$ cat config.mk
export PLATFORM = sky130hd
export DESIGN_NAME = scan_frame_sequencer_flat
export DESIGN_NICKNAME = d
export VERILOG_FILES = /design/src/rtl/scan_frame_sequencer_if.sv /design/src/rtl/scan_frame_sequencer.sv /design/src/flat_wrapper.sv
export SDC_FILE = /design/constraint.sdc
export NUM_CORES = 1
export LEC_CHECK = 0
export CAP_MARGIN = 10
export CORE_MARGIN = 10
export CORE_UTILIZATION = 42
export DETAILED_ROUTE_END_ITERATION = 10
export HOLD_SLACK_MARGIN = 0.1
export PLACE_DENSITY_LB_ADDON = 0.1
export RECOVER_POWER = 100
export SLEW_MARGIN = 5
export SYNTH_ARGS = -nofsm -noshare
export SYNTH_HDL_FRONTEND = slang
export SYNTH_SLANG_ARGS = --single-unit
$ cat constraint.sdc
create_clock -name clk -period 4.45 [get_ports clk]
set_clock_uncertainty 0.05 [all_clocks]
set_input_delay 1.1125 -clock clk [delete_from_list [all_inputs] [get_ports clk]]
set_output_delay 1.1125 -clock clk [all_outputs]
set_load 0.03 [all_outputs]
$ cat src/rtl/scan_frame_sequencer_if.sv
// scan_frame_sequencer_if: control, configuration and pixel-strobe signals of the frame sequencer
interface scan_frame_sequencer_if #(parameter int IDX_W = 16);
  logic             start;
  logic             stop;
  logic             cont_en;
  logic [2:0]       source_choose;
  logic [15:0]      framedat_length;
  logic [15:0]      trace_length;
  logic [15:0]      retrace_length;
  logic             pix_ready;
  logic             pix_valid;
  logic [2:0]       source_sel;
  logic [IDX_W-1:0] line_idx;
  logic [IDX_W-1:0] pix_idx;
  logic             in_retrace;
  logic             frame_start;
  logic             frame_done;
  logic             busy;
  logic             cfg_err;
  modport master (
    output start, stop, cont_en, source_choose, framedat_length, trace_length, retrace_length, pix_ready,
    input  pix_valid, source_sel, line_idx, pix_idx, in_retrace, frame_start, frame_done, busy, cfg_err
  );
  modport slave (
    input  start, stop, cont_en, source_choose, framedat_length, trace_length, retrace_length, pix_ready,
    output pix_valid, source_sel, line_idx, pix_idx, in_retrace, frame_start, frame_done, busy, cfg_err
  );
endinterface

$ cat src/rtl/scan_frame_sequencer.sv
// scan_frame_sequencer: sequences one scan frame of trace/retrace lines from shadowed configuration
module scan_frame_sequencer #(
  parameter bit CONT_DEFAULT = 1'b0,
  parameter int IDX_W        = 16
) (
  input logic                  clk,
  input logic                  reset,
  scan_frame_sequencer_if.slave bus
);
  typedef enum logic [2:0] {IDLE, LOAD, TRACE, RETRACE, EOL, DONE} state_t;
  localparam logic [IDX_W-1:0] ONE = IDX_W'(1);
  state_t           state;
  logic [IDX_W-1:0] sh_lines;
  logic [IDX_W-1:0] sh_trace;
  logic [IDX_W-1:0] sh_retrace;
  logic [IDX_W-1:0] rcnt;
  logic             bad_cfg;
  logic             cont_on;
  logic             rearm;
  logic             load_now;
  logic             reject;
  assign bad_cfg  = bus.framedat_length == '0 || (bus.trace_length == '0 && bus.retrace_length == '0);
  assign cont_on  = bus.cont_en | CONT_DEFAULT;
  assign rearm    = (state == IDLE && bus.start) || (state == DONE && cont_on && !bus.stop);
  assign load_now = rearm && !bad_cfg;
  assign reject   = rearm && bad_cfg;
  // Frame FSM; every output is a register updated alongside the state it belongs to
  always_ff @(posedge clk or posedge reset) begin
    if (reset) begin
      state           <= IDLE;
      sh_lines        <= '0;
      sh_trace        <= '0;
      sh_retrace      <= '0;
      rcnt            <= '0;
      bus.pix_valid   <= 1'b0;
      bus.source_sel  <= '0;
      bus.line_idx    <= '0;
      bus.pix_idx     <= '0;
      bus.in_retrace  <= 1'b0;
      bus.frame_start <= 1'b0;
      bus.frame_done  <= 1'b0;
      bus.busy        <= 1'b0;
      bus.cfg_err     <= 1'b0;
    end else begin
      bus.frame_start <= 1'b0;
      bus.frame_done  <= 1'b0;
      bus.cfg_err     <= reject;
      case (state)
        IDLE: ;
        LOAD: begin
          if (sh_trace != '0) begin
            state         <= TRACE;
            bus.pix_valid <= 1'b1;
          end else begin
            state          <= RETRACE;
            bus.in_retrace <= 1'b1;
            rcnt           <= '0;
          end
        end
        TRACE: begin
          if (bus.pix_ready) begin
            if (bus.pix_idx == sh_trace - ONE) begin
              bus.pix_idx   <= '0;
              bus.pix_valid <= 1'b0;
              if (sh_retrace != '0) begin
                state          <= RETRACE;
                bus.in_retrace <= 1'b1;
                rcnt           <= '0;
              end else begin
                state <= EOL;
              end
            end else begin
              bus.pix_idx <= bus.pix_idx + ONE;
            end
          end
        end
        RETRACE: begin
          if (rcnt == sh_retrace - ONE) begin
            state          <= EOL;
            bus.in_retrace <= 1'b0;
          end else begin
            rcnt <= rcnt + ONE;
          end
        end
        EOL: begin
          if (bus.line_idx == sh_lines - ONE || bus.stop) begin
            state          <= DONE;
            bus.frame_done <= 1'b1;
          end else begin
            bus.line_idx <= bus.line_idx + ONE;
            if (sh_trace != '0) begin
              state         <= TRACE;
              bus.pix_valid <= 1'b1;
            end else begin
              state          <= RETRACE;
              bus.in_retrace <= 1'b1;
              rcnt           <= '0;
            end
          end
        end
        DONE: begin
          state    <= IDLE;
          bus.busy <= 1'b0;
        end
        default: state <= IDLE;
      endcase
      if (load_now) begin
        state           <= LOAD;
        sh_lines        <= IDX_W'(bus.framedat_length);
        sh_trace        <= IDX_W'(bus.trace_length);
        sh_retrace      <= IDX_W'(bus.retrace_length);
        bus.source_sel  <= bus.source_choose;
        bus.frame_start <= 1'b1;
        bus.busy        <= 1'b1;
        bus.line_idx    <= '0;
        bus.pix_idx     <= '0;
        bus.pix_valid   <= 1'b0;
        bus.in_retrace  <= 1'b0;
      end
    end
  end
endmodule

$ cat src/flat_wrapper.sv
// flat-port wrapper written by rule: the top's interface ports become plain ports
module scan_frame_sequencer_flat 
#(
  parameter bit CONT_DEFAULT = 1'b0,
  parameter int IDX_W        = 16
)
  (clk, reset, bus_start, bus_stop, bus_cont_en, bus_source_choose, bus_framedat_length, bus_trace_length, bus_retrace_length, bus_pix_ready, bus_pix_valid, bus_source_sel, bus_line_idx, bus_pix_idx, bus_in_retrace, bus_frame_start, bus_frame_done, bus_busy, bus_cfg_err);
  scan_frame_sequencer_if #(.IDX_W(IDX_W)) bus_i ();
  input logic clk;
  input logic reset;
  input wire logic [$bits(bus_i.start)-1:0] bus_start;
  input wire logic [$bits(bus_i.stop)-1:0] bus_stop;
  input wire logic [$bits(bus_i.cont_en)-1:0] bus_cont_en;
  input wire logic [$bits(bus_i.source_choose)-1:0] bus_source_choose;
  input wire logic [$bits(bus_i.framedat_length)-1:0] bus_framedat_length;
  input wire logic [$bits(bus_i.trace_length)-1:0] bus_trace_length;
  input wire logic [$bits(bus_i.retrace_length)-1:0] bus_retrace_length;
  input wire logic [$bits(bus_i.pix_ready)-1:0] bus_pix_ready;
  output wire logic [$bits(bus_i.pix_valid)-1:0] bus_pix_valid;
  output wire logic [$bits(bus_i.source_sel)-1:0] bus_source_sel;
  output wire logic [$bits(bus_i.line_idx)-1:0] bus_line_idx;
  output wire logic [$bits(bus_i.pix_idx)-1:0] bus_pix_idx;
  output wire logic [$bits(bus_i.in_retrace)-1:0] bus_in_retrace;
  output wire logic [$bits(bus_i.frame_start)-1:0] bus_frame_start;
  output wire logic [$bits(bus_i.frame_done)-1:0] bus_frame_done;
  output wire logic [$bits(bus_i.busy)-1:0] bus_busy;
  output wire logic [$bits(bus_i.cfg_err)-1:0] bus_cfg_err;
  assign bus_i.start = bus_start;
  assign bus_i.stop = bus_stop;
  assign bus_i.cont_en = bus_cont_en;
  assign bus_i.source_choose = bus_source_choose;
  assign bus_i.framedat_length = bus_framedat_length;
  assign bus_i.trace_length = bus_trace_length;
  assign bus_i.retrace_length = bus_retrace_length;
  assign bus_i.pix_ready = bus_pix_ready;
  assign bus_pix_valid = bus_i.pix_valid;
  assign bus_source_sel = bus_i.source_sel;
  assign bus_line_idx = bus_i.line_idx;
  assign bus_pix_idx = bus_i.pix_idx;
  assign bus_in_retrace = bus_i.in_retrace;
  assign bus_frame_start = bus_i.frame_start;
  assign bus_frame_done = bus_i.frame_done;
  assign bus_busy = bus_i.busy;
  assign bus_cfg_err = bus_i.cfg_err;
  scan_frame_sequencer #(.CONT_DEFAULT(CONT_DEFAULT), .IDX_W(IDX_W)) u_core (.clk(clk), .reset(reset), .bus(bus_i));
endmodule
==> results of run 1 <==
-- flip-flops by register name, summed over array words and instances, names as in the netlist --
name                    flops
u_core.bus.frame_done       1
u_core.state                3
u_core.bus.in_retrace       1
u_core.bus.source_sel       3
u_core.bus.line_idx        16
u_core.bus.pix_idx         16
u_core.sh_retrace          16
u_core.bus.busy             1
u_core.bus.cfg_err          1
u_core.bus.frame_start      1
u_core.rcnt                16
u_core.sh_lines            16
u_core.bus.pix_valid        1
u_core.sh_trace            16
-- worst max-delay path: cells and delay by family --
kind,cells,cell delay [ns]
AO/OA/AOI/OAI,3,0.70
buffers and inverters,2,0.66
AND/OR/NAND/NOR,4,1.76
-- synthesized netlist by cell type, types with 4 or more instances --
library cell,instances
o21ai_0,26
inv_1,20
a21oi_1,17
nand3b_1,5
or3_1,14
nand3_1,30
a21boi_0,4
nor2_1,42
and3_1,19
a31oi_1,7
nand2b_1,7
o22a_1,6
o31a_1,4
clkbuf_1,31
ha_1,6
nand2_1,181
xnor2_1,50
nand4_1,12
and2_1,5
nor3_1,25
nor2b_1,7
mux2i_1,13
a41oi_1,5
buf_2,6
a21o_1,7
dfrtp_1,108
buf_6,4
or4_1,7
o31ai_1,5
xor2_1,19
a221o_1,4
or2_2,6
nor4_1,29
buf_1,4
-- power by group --
group	total, mW	internal [mW]	leakage (nW)	switching, mW
clock	0.807	0.435	0.142	0.373
combinational	2.33	1.00	2.07	1.33
sequential	1.82	1.29	1.40	0.530
-- kinds of logic (layout without fill, tap and decap cells) --
kind of cell    after synthesis  in the layout  synth area share, %
buf+inv                      67            141                 4.47
flops                       108            108                 38.9
xor+xnor                     69             69                 8.70
mux                          16             16                 2.36
simple gates                414            414                 30.0
fa+ha+maj                     6              6                 1.08
compound gates              131            131                 14.5
-- per-stage QoR --
stage | util (%) | cell area, sq um | power [mW] | worst slack, ns
final | 51.7 | 8290 | 4.96 | 0.444
after global routing | 51.7 | 8290 | 5.35 | 0.258
after CTS | 51.8 | 8310 | 5.03 | 0.686
after detailed placement | 50.0 | 8020 | 4.20 | 0.673
after global placement | 50.0 | 8020 | 4.12 | 0.720
after floorplan | - | 6950 | 3.54 | 0.442
-- how the worst min path moves through the flow --
stage / end / cells past startpoint / slack [ns] / startpoint
after floorplan: u_core.sh_lines[15] / 2 / 0.42 / u_core.sh_lines[15]
after global placement: u_core.bus.source_sel[1] / 2 / 0.41 / u_core.bus.source_sel[1]
after detailed placement: u_core.bus.busy / 2 / 0.41 / u_core.bus.busy
after CTS: u_core.bus.busy / 2 / 0.43 / u_core.bus.busy
after global routing: u_core.bus.source_sel[0] / 2 / 0.43 / u_core.bus.source_sel[0]
final: u_core.bus.source_sel[0] / 2 / 0.42 / u_core.bus.source_sel[0]
-- cell type report --
type                            count  area, sq um
Fill cell                        1512         7760
Multi-Input combinational cell    636         3920
Sequential cell                   108         2700
Timing Repair Buffer              106         1030
Tap cell                          216          270
Clock buffer                        9          225
Inverter                           20         76.3
Clock inverter                      6         65.1
-- layer usage --
metal	share of wire [%]	vias up	track usage [%]
met4	1.8	0	6.64
li1	-	3024	-
met5	0	-	0
met3	5.1	24	3.13
met1	46	2996	23.6
met2	47	172	29.0
==> out/metrics.csv, run 1 <==
stage,metric,value,unit
pwr,leakage power total,3.62,nW
sta,final setup vio count,0,
critical_path,reg2reg start,u_core.sh_trace[0],
critical_path,"Largest stage delay, worst path",0.63,ns
clock_network,clock slew seen by the registers of the worst setup and hold paths,0.07,ns
route,routed vias/inst,5.65,
critical_path,startpoint types,primary input,
finish,layout net count,944,
placed_design,hpwl dp,14900,um
critical_path,cell mode on critical path,or2_0,
die,starting density of the core,43.3,%
global_routing,global route total overflow,0,
critical_path,CP required,4.69,ns
die,total die area,22100,sq um
route,routed len/inst,17.8,um
critical_path,FF-to-FF End,u_core.rcnt[8],
route,Post-Route WL,19700,um
synthesis,top cell type's share of synthesized area,38.9,%
synthesis,synth warn,0,
finish,"commonest non-fill, non-tap cell in the layout",nand2_1,
flow_run,# Max-Cap Violations,1,
outcome,status,"complete, but fails checks",
clock_network,Setup Buffers After CTS,0,
synthesis,"EDFF count, synth",0,
synthesis,Synth Net Count,874,
placed_design,PortBufs,97,
outcome,failing checks,"max-capacitance violations, max-slew violations",
die,die height,149,um
sta,Final min period,4.01,ns
synthesis,synth unique cells,80,
die,Row Count,46,
clock_network,htree depth,3,
route,Initial DRC Count,535,
sta,FMAX,250,MHz
critical_path,Setup crit end kind,register,
critical_path,worst-path cell chain,dlygate4sd3_1 -> nor4_1 -> nand4_1 -> o21ai_0 -> or2_0 -> inv_2 -> or2_0 -> o311a_1 -> a21oi_1,
clock_network,Clock Sinks,108,
critical_path,source of the critical timing path,bus_trace_length[9],
route,DR pass1 iterations,5,
clock_network,clock tree root buffer cell,clkbuf_16,
route,Routed Antenna Nets,0,
finish,highest-count cells in the layout ignoring fill and taps,"181 x nand2_1, 108 x dfrtp_1, 54 x clkdlybuf4s50_1",
sta,final cycle utilization of the critical path,90.0,%
critical_path,CP Capture Point,u_core.bus.pix_idx[7],
synthesis,Mapped Area,6950,sq um
die,core area,16100,sq um
global_routing,antenna violations before repair,0,
clock_network,CTS tree,yes,
clock_network,Num CTS Buffers,9,
global_routing,GRT Resource Usage Total,18.0,%
route,DRC,0,
critical_path,WP data arrival,4.24,ns
die,Die Width,149,um
critical_path,R2R setup slack,0.63,ns
global_routing,vias in the first global route,6129,
pwr,worst vdd ir,248,uV
critical_path,reg2reg path depth,10,
pwr,pwr/cell area,598,nW/um^2
sta,Slew HR,-57.6,%
sta,final hold vios,0,
clock_network,Post-CTS Resized,0,
finish,ANT cells,0,
finish,"non-filler cells, final",1101,
synthesis,"Avg Cell Area, Syn",8.57,sq um
clock_network,Clock Path Buffers,2,
finish,fraction of final layout cells sized beyond drive strength 1,5.99,%
route,total number of vias,6216,
die,# IOs,98,
placed_design,Inst Count DP,1086,
synthesis,post-synthesis register bit count,108,
synthesis,post-synth top area cell,dfrtp_1,
critical_path,"Max stage delay cell, worst path",or2_0,
sta,setup TNS,0,ns
critical_path,Crit Path Category,primary input to register,
sta,Final Max Tran Viols,55,
sta,Min Hold Slack,0.418,ns
critical_path,crit path max fanout,13,
sta,Slew @ Worst Pin,2.35,ns
global_routing,global-route wire length before repair,32400,um
finish,Synth-to-Final Area Change,19.4,%
synthesis,ys async rst share,100,%
global_routing,largest net degree at the start of global routing,55,
clock_network,CTS Hold Bufs,0,
sta,RSZ-0062 raised after global routing,false,
synthesis,largest cells by area after synthesis,"dfrtp_1 39%, nand2_1 9.8%, xnor2_1 6.3%",
hold_path,HP Class,register to register,
clock_network,clk_lat worst skew,0.36,ns
synthesis,Mapped Cells,811,
synthesis,sequential-to-total area share from yosys stat,38.9,%
placed_design,RD Place Congestion,0.871,
synthesis,top_reg_cell synth,dfrtp_1,
(Power assumes the default switching activity.)
==> run 2, diff against run 1 <==
Settings changed: CTS_CLUSTER_SIZE set to 28.
Clock period 4.45 ns to 4.36 ns, I/O delays scaled along.
==> run 2 against run 1 <==
The run still ends with max-capacitance violations, max-slew violations left; cell count decreased by 0.18%; critical path depth increased by 1; non-clock buffer count decreased by 2; clock-buffer cell count increased by 2; worst hold slack improved by 0.0065 ns; highest routed layer unchanged.
==> out/metrics.csv, run 2 (synthesized netlist as in run 1, its figures left out) <==
stage,metric,value,unit,change
outcome,status,"complete, but fails checks",,
outcome,failing checks,"max-capacitance violations, max-slew violations",,
critical_path,reg2reg path depth,10,,unchanged
finish,fraction of final layout cells sized beyond drive strength 1,5.21,%,-0.78 points
critical_path,"Largest stage delay, worst path",0.60,ns,-0.03 ns
sta,setup TNS,0,ns,unchanged
route,routed len/inst,17.8,um,-0.25%
finish,"commonest non-fill, non-tap cell in the layout",nand2_1,,
global_routing,global route total overflow,0,,unchanged
clock_network,Clock Path Buffers,2,,unchanged
clock_network,Num CTS Buffers,9,,unchanged
critical_path,"Max stage delay cell, worst path",or3_1,,
die,core area,16100,sq um,unchanged
die,# IOs,98,,unchanged
route,DRC,0,,unchanged
clock_network,htree depth,3,,unchanged
sta,Slew HR,-67.9,%,-10 points
route,routed vias/inst,5.64,,about the same
route,DR pass1 iterations,7,,+2
route,Routed Antenna Nets,0,,unchanged
die,Die Width,149,um,unchanged
global_routing,GRT Resource Usage Total,17.7,%,-0.29 points
clock_network,clock slew seen by the registers of the worst setup and hold paths,0.08,ns,about the same
critical_path,"CP delay by family, top",simple AND/OR/NAND/NOR gates,,
critical_path,FF-to-FF End,u_core.rcnt[6],,
global_routing,antenna violations before repair,0,,unchanged
finish,Sequential Area,2700,sq um,unchanged
die,Row Count,46,,unchanged
finish,ANT cells,0,,unchanged
clock_network,clk_lat worst skew,0.36,ns,about the same
sta,FMAX,253,MHz,
pwr,leakage power total,3.60,nW,-0.35%
finish,Final Cell Area,8260,sq um,-0.44%
critical_path,WP data arrival,4.14,ns,-0.10 ns
sta,final cycle utilization of the critical path,90.7,%,
finish,Multi-input gate area,3900,sq um,-0.54%
finish,highest-count cells in the layout ignoring fill and taps,"181 x nand2_1, 108 x dfrtp_1, 54 x clkdlybuf4s50_1",,
global_routing,largest net degree at the start of global routing,65,,+18%
finish,Synth-to-Final Area Change,18.9,%,
route,total number of vias,6202,,-0.23%
route,Post-Route WL,19600,um,-0.43%
flow_run,# Max-Cap Violations,1,,unchanged
critical_path,source of the critical timing path,u_core.sh_trace[0],,
placed_design,PortBufs,97,,unchanged
die,total die area,22100,sq um,unchanged
pwr,worst vdd ir,257,uV,+3.6%
sta,final hold vios,0,,unchanged
placed_design,RD Place Congestion,0.878,,+0.72%
finish,layout net count,942,,-0.21%
clock_network,Post-CTS Resized,0,,unchanged
critical_path,Setup crit end kind,register,,
sta,Final Max Tran Viols,64,,+16%
critical_path,Crit Path Category,register to register,,
die,die height,149,um,unchanged
sta,final setup vio count,0,,unchanged
global_routing,global-route wire length before repair,32000,um,-1.1%
critical_path,cell mode on critical path,or3_1,,
clock_network,Clock Sinks,108,,unchanged
critical_path,Levels on crit path,10,,+1
sta,Slew @ Worst Pin,2.52,ns,+0.168 ns
critical_path,startpoint types,register,,
hold_path,HP Class,register to register,,
critical_path,worst-path cell chain,inv_1 -> ha_1 -> or4b_1 -> or3_1 -> a21boi_0 -> o2111ai_1 -> nor4_4 -> a2111oi_2 -> or3_1 -> a221o_1,,
finish,# fillers,1498,,-0.93%
clock_network,Setup Buffers After CTS,0,,unchanged
clock_network,CTS Hold Bufs,0,,unchanged
die,starting density of the core,43.3,%,unchanged
critical_path,Critical path buffers and inverters,1,,-1
placed_design,hpwl dp,14800,um,-0.68%
critical_path,crit path max fanout,15,,+2
clock_network,CTS tree,yes,,
route,Initial DRC Count,458,,-14%
critical_path,R2R setup slack,0.40,ns,-0.23 ns
pwr,pwr/cell area,608,nW/um^2,+1.6%
critical_path,CP required,4.55,ns,-0.14 ns
clock_network,clock tree root buffer cell,clkbuf_16,,
global_routing,vias in the first global route,6074,,-0.90%
sta,RSZ-0062 raised after global routing,false,,
critical_path,reg2reg start,u_core.sh_trace[0],,
placed_design,dpl cell area,8020,sq um,about the same
critical_path,CP Capture Point,u_core.rcnt[6],,
sta,Final min period,3.96,ns,
[run 2: cell count changes in the layout (fill, tap and decap cells not counted), sizes merged]
cell	previous run	this run
clkinv	3	2
inv	20	21
bufinv	1	0
buf	6	2
clkbuf	12	16
clkinvlp	2	1
[run 2: layout make-up]
type / instances / share of cell area, %
multi-input combinational: 636 / 47.3
timing repair buffer: 104 / 12.4
tap: 216 / 3.27
inverter: 20 / 0.909
clock inverter: 4 / 0.409
sequential: 108 / 32.7
clock buffer: 11 / 3.06
[run 2: worst min path at each step]
| stage | from | endpoint | slack, ns | cells after the start |
|---|---|---|---|---|
| CTS | u_core.bus.busy | u_core.bus.busy | 0.44 | 2 |
| global route | u_core.bus.source_sel[2] | u_core.bus.source_sel[2] | 0.46 | 2 |
| detailed placement | u_core.bus.source_sel[2] | u_core.bus.source_sel[2] | 0.42 | 2 |
| finish | u_core.bus.busy | u_core.bus.busy | 0.43 | 2 |
| floorplan | u_core.sh_lines[15] | u_core.sh_lines[15] | 0.42 | 2 |
| global placement | u_core.bus.source_sel[1] | u_core.bus.source_sel[1] | 0.41 | 2 |
[run 2: stage by stage]
step                      setup WS (ns)  hold WS (ns)  utilization (%)  instances  power (mW)
after floorplan                   0.374         0.417                -        811        3.62
after global placement            0.554         0.410             50.0       1084        4.19
after detailed placement          0.441         0.417             50.0       1084        4.27
after CTS                         0.414         0.437             51.7       1099        5.10
after global routing              0.112         0.459             51.4       1099        5.41
final                             0.405         0.425             51.4       1099        5.02
[run 2: worst reg2reg max path, stage by stage (launching register included)]
cell	delay, ns
dfrtp_1	0.43
inv_1	0.09
ha_1	0.40
or4b_1	0.54
or3_1	0.36
a21boi_0	0.18
o2111ai_1	0.19
nor4_4	0.39
a2111oi_2	0.18
or3_1	0.60
a221o_1	0.43
[run 2: metal layers]
metal	track usage, %	routed length, um
met5	0	0
met4	5.95	275
met3	2.94	881
met2	28.3	9220
met1	23.7	9190
[run 2: report_power, final]
part | internal [mW] | switching [mW]
clock | 0.421 | 0.395
combinational | 1.00 | 1.34
sequential | 1.32 | 0.544
